[config.mk]
export PLATFORM = sky130hd
export DESIGN_NAME = sub_seq_ctrl_flat
export DESIGN_NICKNAME = d
export VERILOG_FILES = /design/src/rtl/sub_pkg.sv /design/src/rtl/sub_seq_ctrl_if.sv /design/src/rtl/sub16_bcore.sv /design/src/rtl/sub_seq_ctrl.sv /design/src/flat_wrapper.sv
export SDC_FILE = /design/constraint.sdc
export NUM_CORES = 1
export LEC_CHECK = 0
export ABC_AREA = 1
export CORE_MARGIN = 8
export CORE_UTILIZATION = 41
export DETAILED_ROUTE_END_ITERATION = 10
export GPL_TIMING_DRIVEN = 0
export SYNTH_ARGS = -nofsm -noshare
export SYNTH_HDL_FRONTEND = slang
export SYNTH_SLANG_ARGS = --single-unit
[constraint.sdc]
create_clock -name clk -period 24.3 [get_ports clk]
set_input_delay 7.29 -clock clk [delete_from_list [all_inputs] [get_ports clk]]
set_output_delay 7.29 -clock clk [all_outputs]
set_load 0.02 [all_outputs]
[src/rtl/sub_pkg.sv]
// rtl/sub_pkg.sv - shared types and constants for the word-serial subtract controller
package sub_pkg;

    localparam int WORD_W = 16;

    typedef enum logic [1:0] {
        IDLE = 2'd0,
        RUN  = 2'd1,
        DONE = 2'd2
    } state_e;

    // Word counter width; never narrower than one bit.
    function automatic int cnt_width(input int words);
        return (words > 1) ? $clog2(words) : 1;
    endfunction

endpackage

[src/rtl/sub_seq_ctrl_if.sv]
// rtl/sub_seq_ctrl_if.sv - operand/result handshake bundle for sub_seq_ctrl
interface sub_seq_ctrl_if #(
    parameter int WORDS = 4,
    parameter int W     = 16
);
    logic                 in_valid;
    logic                 in_ready;
    logic                 op;
    logic [W*WORDS-1:0]   a;
    logic [W*WORDS-1:0]   b;
    logic                 out_valid;
    logic                 out_ready;
    logic [W*WORDS-1:0]   diff;
    logic                 borrow;
    logic                 zero;

    modport master (
        output in_valid, op, a, b, out_ready,
        input  in_ready, out_valid, diff, borrow, zero
    );

    modport slave (
        input  in_valid, op, a, b, out_ready,
        output in_ready, out_valid, diff, borrow, zero
    );
endinterface

[src/rtl/sub16_bcore.sv]
// rtl/sub16_bcore.sv - combinational 16-bit subtract with parallel-prefix borrow
module sub16_bcore
    import sub_pkg::*;
(
    input  logic [WORD_W-1:0] a,
    input  logic [WORD_W-1:0] b,
    input  logic              bin,
    output logic [WORD_W-1:0] d,
    output logic              bout
);

    logic [WORD_W-1:0] bor;

    // Kogge-Stone borrow prefix in XOR/AND only: a group that generates never
    // propagates, so the usual OR in G|(P&G') is exclusive and becomes XOR.
    always_comb begin
        logic [WORD_W-1:0] g0, p0, g1, p1, g2, p2, g3, p3, g4;
        p0 = ~(a ^ b);
        g0 = ~a & b;
        g0[0] = g0[0] ^ (p0[0] & bin);
        g1 = g0 ^ (p0 & (g0 << 1));
        p1 = p0 & ~((~p0) << 1);
        g2 = g1 ^ (p1 & (g1 << 2));
        p2 = p1 & ~((~p1) << 2);
        g3 = g2 ^ (p2 & (g2 << 4));
        p3 = p2 & ~((~p2) << 4);
        g4 = g3 ^ (p3 & (g3 << 8));
        bor = g4;
    end

    assign d    = a ^ b ^ {bor[WORD_W-2:0], bin};
    assign bout = bor[WORD_W-1];

endmodule

[src/rtl/sub_seq_ctrl.sv]
// rtl/sub_seq_ctrl.sv - word-serial wide subtractor sharing one 16-bit core
module sub_seq_ctrl
    import sub_pkg::*;
#(
    parameter int WORDS = 4,
    parameter int W     = WORD_W
) (
    input  logic           clk,
    input  logic           rst,
    sub_seq_ctrl_if.slave  bus
);

    localparam int CW = cnt_width(WORDS);
    localparam int DW = W * WORDS;

    state_e          state_q, state_d;
    logic [CW-1:0]   cnt_q, cnt_d;
    logic            borrow_q, borrow_d;
    logic            zacc_q, zacc_d;
    logic [DW-1:0]   a_q, a_d;
    logic [DW-1:0]   b_q, b_d;
    logic [DW-1:0]   diff_q, diff_d;

    logic [W-1:0]    core_a, core_b, core_d;
    logic            core_bout;

    // Present the current word pair to the shared core.
    always_comb begin
        core_a = a_q[cnt_q*W +: W];
        core_b = b_q[cnt_q*W +: W];
    end

    sub16_bcore u_core (
        .a    (core_a),
        .b    (core_b),
        .bin  (borrow_q),
        .d    (core_d),
        .bout (core_bout)
    );

    // Sequencing: accept in IDLE, one word per cycle in RUN, hold in DONE.
    always_comb begin
        state_d  = state_q;
        cnt_d    = cnt_q;
        borrow_d = borrow_q;
        zacc_d   = zacc_q;
        a_d      = a_q;
        b_d      = b_q;
        diff_d   = diff_q;
        case (state_q)
            IDLE: begin
                if (bus.in_valid) begin
                    a_d      = bus.op ? bus.b : bus.a;
                    b_d      = bus.op ? bus.a : bus.b;
                    cnt_d    = '0;
                    borrow_d = 1'b0;
                    zacc_d   = 1'b1;
                    state_d  = RUN;
                end
            end
            RUN: begin
                diff_d[cnt_q*W +: W] = core_d;
                borrow_d = core_bout;
                zacc_d   = zacc_q & (core_d == '0);
                cnt_d    = cnt_q + 1'b1;
                if (cnt_q == CW'(WORDS - 1)) begin
                    state_d = DONE;
                end
            end
            DONE: begin
                if (bus.out_ready) begin
                    state_d = IDLE;
                end
            end
            default: state_d = IDLE;
        endcase
    end

    // State and datapath registers; reset discards any operation in flight.
    always_ff @(posedge clk or posedge rst) begin
        if (rst) begin
            state_q  <= IDLE;
            cnt_q    <= '0;
            borrow_q <= 1'b0;
            zacc_q   <= 1'b0;
            a_q      <= '0;
            b_q      <= '0;
            diff_q   <= '0;
        end else begin
            state_q  <= state_d;
            cnt_q    <= cnt_d;
            borrow_q <= borrow_d;
            zacc_q   <= zacc_d;
            a_q      <= a_d;
            b_q      <= b_d;
            diff_q   <= diff_d;
        end
    end

    assign bus.in_ready  = (state_q == IDLE);
    assign bus.out_valid = (state_q == DONE);
    assign bus.diff      = diff_q;
    assign bus.borrow    = borrow_q;
    assign bus.zero      = zacc_q;

endmodule

[src/flat_wrapper.sv]
// flat-port wrapper written by rule: the top's interface ports become plain ports
module sub_seq_ctrl_flat import sub_pkg::*;
#(
    parameter int WORDS = 4,
    parameter int W     = WORD_W
)
  (clk, rst, bus_in_valid, bus_op, bus_a, bus_b, bus_out_ready, bus_in_ready, bus_out_valid, bus_diff, bus_borrow, bus_zero);
  sub_seq_ctrl_if #(.WORDS(WORDS), .W(W)) bus_i ();
  input  logic clk;
  input  logic rst;
  input wire logic [$bits(bus_i.in_valid)-1:0] bus_in_valid;
  input wire logic [$bits(bus_i.op)-1:0] bus_op;
  input wire logic [$bits(bus_i.a)-1:0] bus_a;
  input wire logic [$bits(bus_i.b)-1:0] bus_b;
  input wire logic [$bits(bus_i.out_ready)-1:0] bus_out_ready;
  output wire logic [$bits(bus_i.in_ready)-1:0] bus_in_ready;
  output wire logic [$bits(bus_i.out_valid)-1:0] bus_out_valid;
  output wire logic [$bits(bus_i.diff)-1:0] bus_diff;
  output wire logic [$bits(bus_i.borrow)-1:0] bus_borrow;
  output wire logic [$bits(bus_i.zero)-1:0] bus_zero;
  assign bus_i.in_valid = bus_in_valid;
  assign bus_i.op = bus_op;
  assign bus_i.a = bus_a;
  assign bus_i.b = bus_b;
  assign bus_i.out_ready = bus_out_ready;
  assign bus_in_ready = bus_i.in_ready;
  assign bus_out_valid = bus_i.out_valid;
  assign bus_diff = bus_i.diff;
  assign bus_borrow = bus_i.borrow;
  assign bus_zero = bus_i.zero;
  sub_seq_ctrl #(.WORDS(WORDS), .W(W)) u_core (.clk(clk), .rst(rst), .bus(bus_i));
endmodule
==> flow_summary.json, run 1 <==
{
  "status": "complete, no violations",
  "setup_ws_ns": 15.20,
  "portBuffers": 199,
  "start_kind": "input pin",
  "fin_skew_ns": 0.02173,
  "dieArea_sq_um": 33110,
  "postCtsSetupRepairBufs": 0,
  "critPathRequiredTime_ns": 24.68,
  "start_util": 0.4178,
  "netlist_area_sq_um": 11290,
  "yosysWarnings": 0,
  "grt.total_usage": 0.2551,
  "nFillCells": 2749,
  "cp_slowest_stage_delay_ns": 0.49,
  "clock-sinks": 198,
  "cap_violations": 0,
  "overflow": 0,
  "hold_class": "reg2reg",
  "multi_input_area_sq_um": 5409,
  "fin_area_sq_um": 14400,
  "pre_cts_ws_ns": 14.77,
  "first_pass_iters": 5,
  "rsz0062_at_grt": "false",
  "grt_pass1_vias": 11350,
  "cts-root-buf": "clkbuf_16",
  "n_antenna_cell": 0,
  "avgViaCountPerCell": 5.266,
  "p_comb_frac": 0.639,
  "syn_nets": 1768,
  "tightest_slew_ns": 0.8546,
  "cts_buffer_depth": 2,
  "crit_chain": "clkdlybuf4s50_1, nand2_1, clkbuf_1, buf_2, clkbuf_1, nand2_1, nand2_1",
  "crit_type": "in2reg",
  "grt_max_degree": 127,
  "crit_start": "bus_in_valid",
  "nNetsFinal": 1987,
  "dr.first_iter.drc_count": 1074,
  "die_y_microns": 182.0,
  "power_density_nw_per_um2": 167.5,
  "synth_cells": 1612,
  "fin_tns_setup_ns": 0,
  "finalNonFillerCells": 2185,
  "wl_per_cell_microns": 19.34,
  "leakage_nw": 6.998,
  "final_common_cell": "nand2_1",
  "ys_seq_area_frac": 0.4388,
  "end_kind": "flip-flop",
  "r2r_start": "u_core.cnt_q[0]",
  "num_io_pins": 201,
  "syn_avg_cell_area_sq_um": 7.005,
  "drc": 0,
  "vias": 11510,
  "cp_max_fo": 10,
  "areaGrowthSynthToFinish_pct": 27.49,
  "p_sw_frac": 0.5416,
  "p_int_w": 0.001105,
  "cts.htree.levels": 4,
  "ctsHoldBuffers": 0,
  "antenna_found_initial": 0,
  "gp_congestion": 0.9454,
  "cts_tree": "done",
  "mostFrequentLayoutCells": "588 x nand2_1, 297 x o21ai_0, 199 x clkdlybuf4s50_1",
  "hold_start": "u_core.b_q[34]",
  "arrival_ns": 9.48,
  "max-slew-margin-rel": 0.4242,
  "numCtsBuffers": 17,
  "crit_top_cell": "nand2_1",
  "ir_worst_vdd_uv": 91.47,
  "finalWirelength_microns": 42270,
  "slew_viol_final": 0,
  "power.switching_w": 0.001306,
  "hold_viol_final": 0,
  "setup_viol": 0,
  "synthDominantCellAreaShare": 0.4388,
  "pwr-share-seq": 0.232,
  "fin_crit_sh": 0.3745,
  "clk_pin_slew_ns": 0.08,
  "register_area_sq_um": 4955,
  "hpwl_microns": 34330,
  "timing.fmax_mhz": 109.9,
  "worst_path_max_delay_cell": "clkbuf_1",
  "cts_resized": 0,
  "synthTopCellsByArea": "dfrtp_1 44%, nand2_1 20%, o21ai_0 13%, inv_1 5.1%, nor2_1 3.2%",
  "core-area_sq_um": 27030,
  "clk_latency_ns": 0.46,
  "clkPwrFrac": 0.129,
  "drive_gt1_frac": 0.03633,
  "fp.dieW_microns": 182.0,
  "yosysTopAreaCell": "dfrtp_1",
  "placed_area_sq_um": 13750,
  "grt_pass1_wl_microns": 65860,
  "antenna_left": 0,
  "rows": 60,
  "finalCriticalPeriod_ns": 9.100,
  "placed_cells": 2153,
  "synth.distinct_cells": 32,
  "ys_ff_latch": 198
}
critical path: cells and delay by family:
kind	cells	cell delay, ns
buf+inv	4	1.64
simple gates	3	0.53
layout make-up:
class	count	share of cell area
Clock buffer	17	0.02955
Timing Repair Buffer	200	0.1403
Tap cell	341	0.02964
Sequential cell	198	0.3442
Buffer	88	0.02407
Clock inverter	15	0.01564
Multi-Input combinational cell	1171	0.3757
Inverter	155	0.04094
cell families (layout without fill, tap and decap cells):
kind of cell,count (synthesis),in the layout,synth area share
compound gates,369,369,0.1742
xor+xnor,8,8,0.006870
fa+ha+maj,23,23,0.02681
buf+inv,243,475,0.08222
flops,198,198,0.4388
simple gates,771,771,0.2711
state kept, by name (all words and copies together) (netlist names):
register / cells
u_core.bus.diff: 64
u_core.b_q: 64
u_core.a_q: 64
u_core.bus.borrow: 1
u_core.bus.zero: 1
u_core.state_q: 2
u_core.cnt_q: 2
metal layers:
metal,vias to the layer above,wire (microns),global-route usage
met5,-,0,0
met4,0,884,0.06396
met3,53,2388,0.04132
met2,368,20320,0.4346
met1,5481,18670,0.3325
li1,5604,-,-
synthesized netlist by cell type:
library cell / number
nor2_1: 96
buf_1: 9
fa_1: 2
inv_1: 154
nand4_1: 4
a22o_1: 11
xor2_1: 5
nand3_1: 55
nor2_2: 6
nand3b_1: 9
a21oi_1: 26
o22ai_1: 9
nand2b_1: 1
o31ai_1: 1
xnor2_2: 1
nand3_2: 1
clkinv_1: 1
o21ai_0: 297
nor4_1: 1
nor3_2: 1
a21boi_2: 1
o211ai_1: 16
ha_1: 21
a32o_1: 3
nand2_1: 588
o21ai_2: 1
buf_2: 13
clkbuf_1: 66
xnor2_1: 2
nand2_2: 9
dfrtp_1: 198
o21ai_1: 4
final timing paths:
check,end,slack [ns],cells past startpoint
min in group asynchronous,u_core.bus.borrow,7.28,2
hold reg to reg,u_core.b_q[34],0.48,2
setup reg to reg,u_core.bus.diff[60],19.72,23
setup / recovery,u_core.b_q[2],15.20,7
max in group asynchronous,u_core.b_q[21],16.00,3
hold / removal,u_core.b_q[34],0.48,2
metrics by stage:
stage               hold WS (ns)  power, W    util
finish                    0.4843  0.002411  0.5327
floorplan                 0.4436  0.001567       -
global placement          0.4649  0.002070  0.5073
CTS                       0.4849  0.002411  0.5327
detailed placement        0.4645  0.002097  0.5086
global route              0.4990  0.002631  0.5327
power by group through the flow:
stage,Clock (W),Combinational (W),Sequential [W]
2_1_floorplan,0,0.000995,0.000572
3_3_place_gp,0,0.00151,0.000561
3_5_place_dp,0,0.00153,0.000562
4_1_cts,0.000312,0.00154,0.000556
5_1_grt,0.000324,0.00173,0.000572
6_report,0.000310,0.00154,0.000559
Power figures use the tool's default switching activity.
==> run 2, diff against run 1 <==
PLACE_DENSITY = 0.67   (was unset)
clock period = 8.2 ns   (was 24.3 ns; I/O delays follow)
==> flow_summary.json, run 2 (synthesized netlist as in run 1, its figures left out) <==
{
  "drive_gt1_frac": 0.03633,
  "p_int_w": 0.003301,
  "cp_num_buf_inv": 5,
  "cts_tree": "done",
  "die_y_microns": 182.0,
  "pwr-share-seq": 0.233,
  "crit_start": "u_core.cnt_q[0]",
  "power.switching_w": 0.003809,
  "fin_skew_ns": 0.01735,
  "critPathRequiredTime_ns": 8.58,
  "cp_max_fo": 10,
  "slew_viol_final": 0,
  "grt_pass1_vias": 11500,
  "dieArea_sq_um": 33110,
  "power_density_nw_per_um2": 493.8,
  "r2r_setup_slack_ns": 3.79,
  "vias": 11670,
  "pre_cts_ws_ns": 3.583,
  "antenna_left": 0,
  "mostFrequentLayoutCells": "588 x nand2_1, 297 x o21ai_0, 199 x clkdlybuf4s50_1",
  "tightest_slew_ns": 0.7802,
  "cts.htree.levels": 4,
  "ir_worst_vdd_uv": 224.7,
  "fp.dieW_microns": 182.0,
  "portBuffers": 199,
  "setup_ws_ns": 3.789,
  "finalWirelength_microns": 40650,
  "cp_slowest_stage_delay_ns": 0.56,
  "crit_chain": "clkbuf_1, inv_1, clkbuf_1, buf_1, nor2_1, o22ai_1, fa_1, fa_1, nand2_1, nor2_1, nand3_1, nand2_1, nor2_2, nand2_1, nand2_1, nand3_1, nand2_1, nand2_1, nand2_1, inv_1, nor2_2, nand3_1, nand2_1",
  "n_antenna_cell": 0,
  "grt.total_usage": 0.2447,
  "leakage_nw": 6.997,
  "wl_per_cell_microns": 18.61,
  "fin_crit_sh": 0.5379,
  "overflow": 0,
  "start_util": 0.4178,
  "hpwl_microns": 32440,
  "avgViaCountPerCell": 5.341,
  "num_io_pins": 201,
  "hold_class": "reg2reg",
  "grt_max_degree": 132,
  "r2r-end": "u_core.bus.diff[28]",
  "cap_violations": 0,
  "rows": 60,
  "reg2reg_depth": 23,
  "clk_latency_ns": 0.45,
  "crit_top_cell": "nand2_1",
  "ctsHoldBuffers": 0,
  "dr.first_iter.drc_count": 1161,
  "cts_resized": 0,
  "timing.fmax_mhz": 226.7,
  "antenna_found_initial": 1,
  "p_total_w": 0.007110,
  "finalCriticalPeriod_ns": 4.411,
  "p_sw_frac": 0.5357,
  "crit_cells": 23,
  "cts-root-buf": "clkbuf_16",
  "worst_path_max_delay_cell": "dfrtp_1",
  "rsz0062_at_grt": "false",
  "clkPwrFrac": 0.127,
  "p_comb_frac": 0.640,
  "arrival_ns": 4.79,
  "crit_type": "reg2reg",
  "status": "complete, no violations",
  "grt_pass1_wl_microns": 63700,
  "hold_viol_final": 0,
  "nFillCells": 2682,
  "nNetsFinal": 1987,
  "end_kind": "flip-flop",
  "final_common_cell": "nand2_1",
  "crit_end": "u_core.bus.diff[28]",
  "drc": 0,
  "numCtsBuffers": 17,
  "gp_congestion": 0.9787,
  "max-slew-margin-rel": 0.4798,
  "postCtsSetupRepairBufs": 0,
  "first_pass_iters": 6,
  "cp_top_family": "simple AND/OR/NAND/NOR gates",
  "clock-sinks": 198,
  "core-area_sq_um": 27030,
  "r2r_start": "u_core.cnt_q[0]",
  "areaGrowthSynthToFinish_pct": 27.51,
  "setup_viol": 0,
  "cts_buffer_depth": 2,
  "clk_pin_slew_ns": 0.08,
  "start_kind": "flip-flop"
}
-- run 2: changes by cell type in the layout (fill, tap and decap cells not counted), sizes merged --
cell / delta
inv: -6
clkbuf: +1
bufinv: +1
clkinv: +4
-- run 2: power by group through the flow --
stage	registers [W]	logic, W	clock network, W
2_1_floorplan	0.00170	0.00295	0
3_3_place_gp	0.00166	0.00440	0
3_5_place_dp	0.00166	0.00450	0
4_1_cts	0.00165	0.00451	0.000905
5_1_grt	0.00169	0.00508	0.000944
6_report	0.00165	0.00455	0.000905
-- run 2: final cells by class --
class                           instances  area, sq um  area share
Sequential cell                       198         4955      0.3441
Clock inverter                         14        214.0     0.01486
Clock buffer                           18        439.2     0.03050
Multi-Input combinational cell       1171         5409      0.3757
Inverter                              155        589.3     0.04093
Timing Repair Buffer                  200         2019      0.1403
Buffer                                 88        346.6     0.02407
Tap cell                              341        426.7     0.02963
-- run 2: worst min-delay path: cells and delay by family, from the launching register on --
family | cells | cell delay [ns]
AND/OR/NAND/NOR | 2 | 0.11
flip-flops | 1 | 0.35
-- run 2: metrics by stage --
step / setup TNS, ns / cell area [sq um] / std cells / util / hold slack [ns]
finish: 0 / 14400 / 2185 / 0.5328 / 0.4830
global route: 0 / 14400 / 2185 / 0.5328 / 0.4989
CTS: 0 / 14400 / 2185 / 0.5328 / 0.4828
detailed placement: 0 / 13750 / 2153 / 0.5086 / 0.4612
global placement: -444.39 / 13710 / 2152 / 0.5073 / 0.4622
floorplan: 0 / 11290 / 1612 / - / 0.4436
-- run 2: worst min-delay path by stage --
stage	start	end	slack, ns	depth (start not counted)
3_3_place_gp	u_core.b_q[32]	u_core.b_q[32]	0.46	2
4_1_cts	u_core.b_q[34]	u_core.b_q[34]	0.48	2
2_1_floorplan	u_core.b_q[32]	u_core.b_q[32]	0.44	2
3_5_place_dp	u_core.b_q[34]	u_core.b_q[34]	0.46	2
5_1_grt	u_core.b_q[47]	u_core.b_q[47]	0.50	2
6_report	u_core.b_q[34]	u_core.b_q[34]	0.48	2
-- run 2: metal layers --
| metal | up-vias | wire length, microns | global-route usage |
|---|---|---|---|
| li1 | 5589 | - | - |
| met1 | 5467 | 17140 | 0.3140 |
| met2 | 527 | 19160 | 0.4047 |
| met3 | 86 | 2985 | 0.04631 |
| met4 | 2 | 1349 | 0.09085 |
| met5 | - | 13 | 0 |
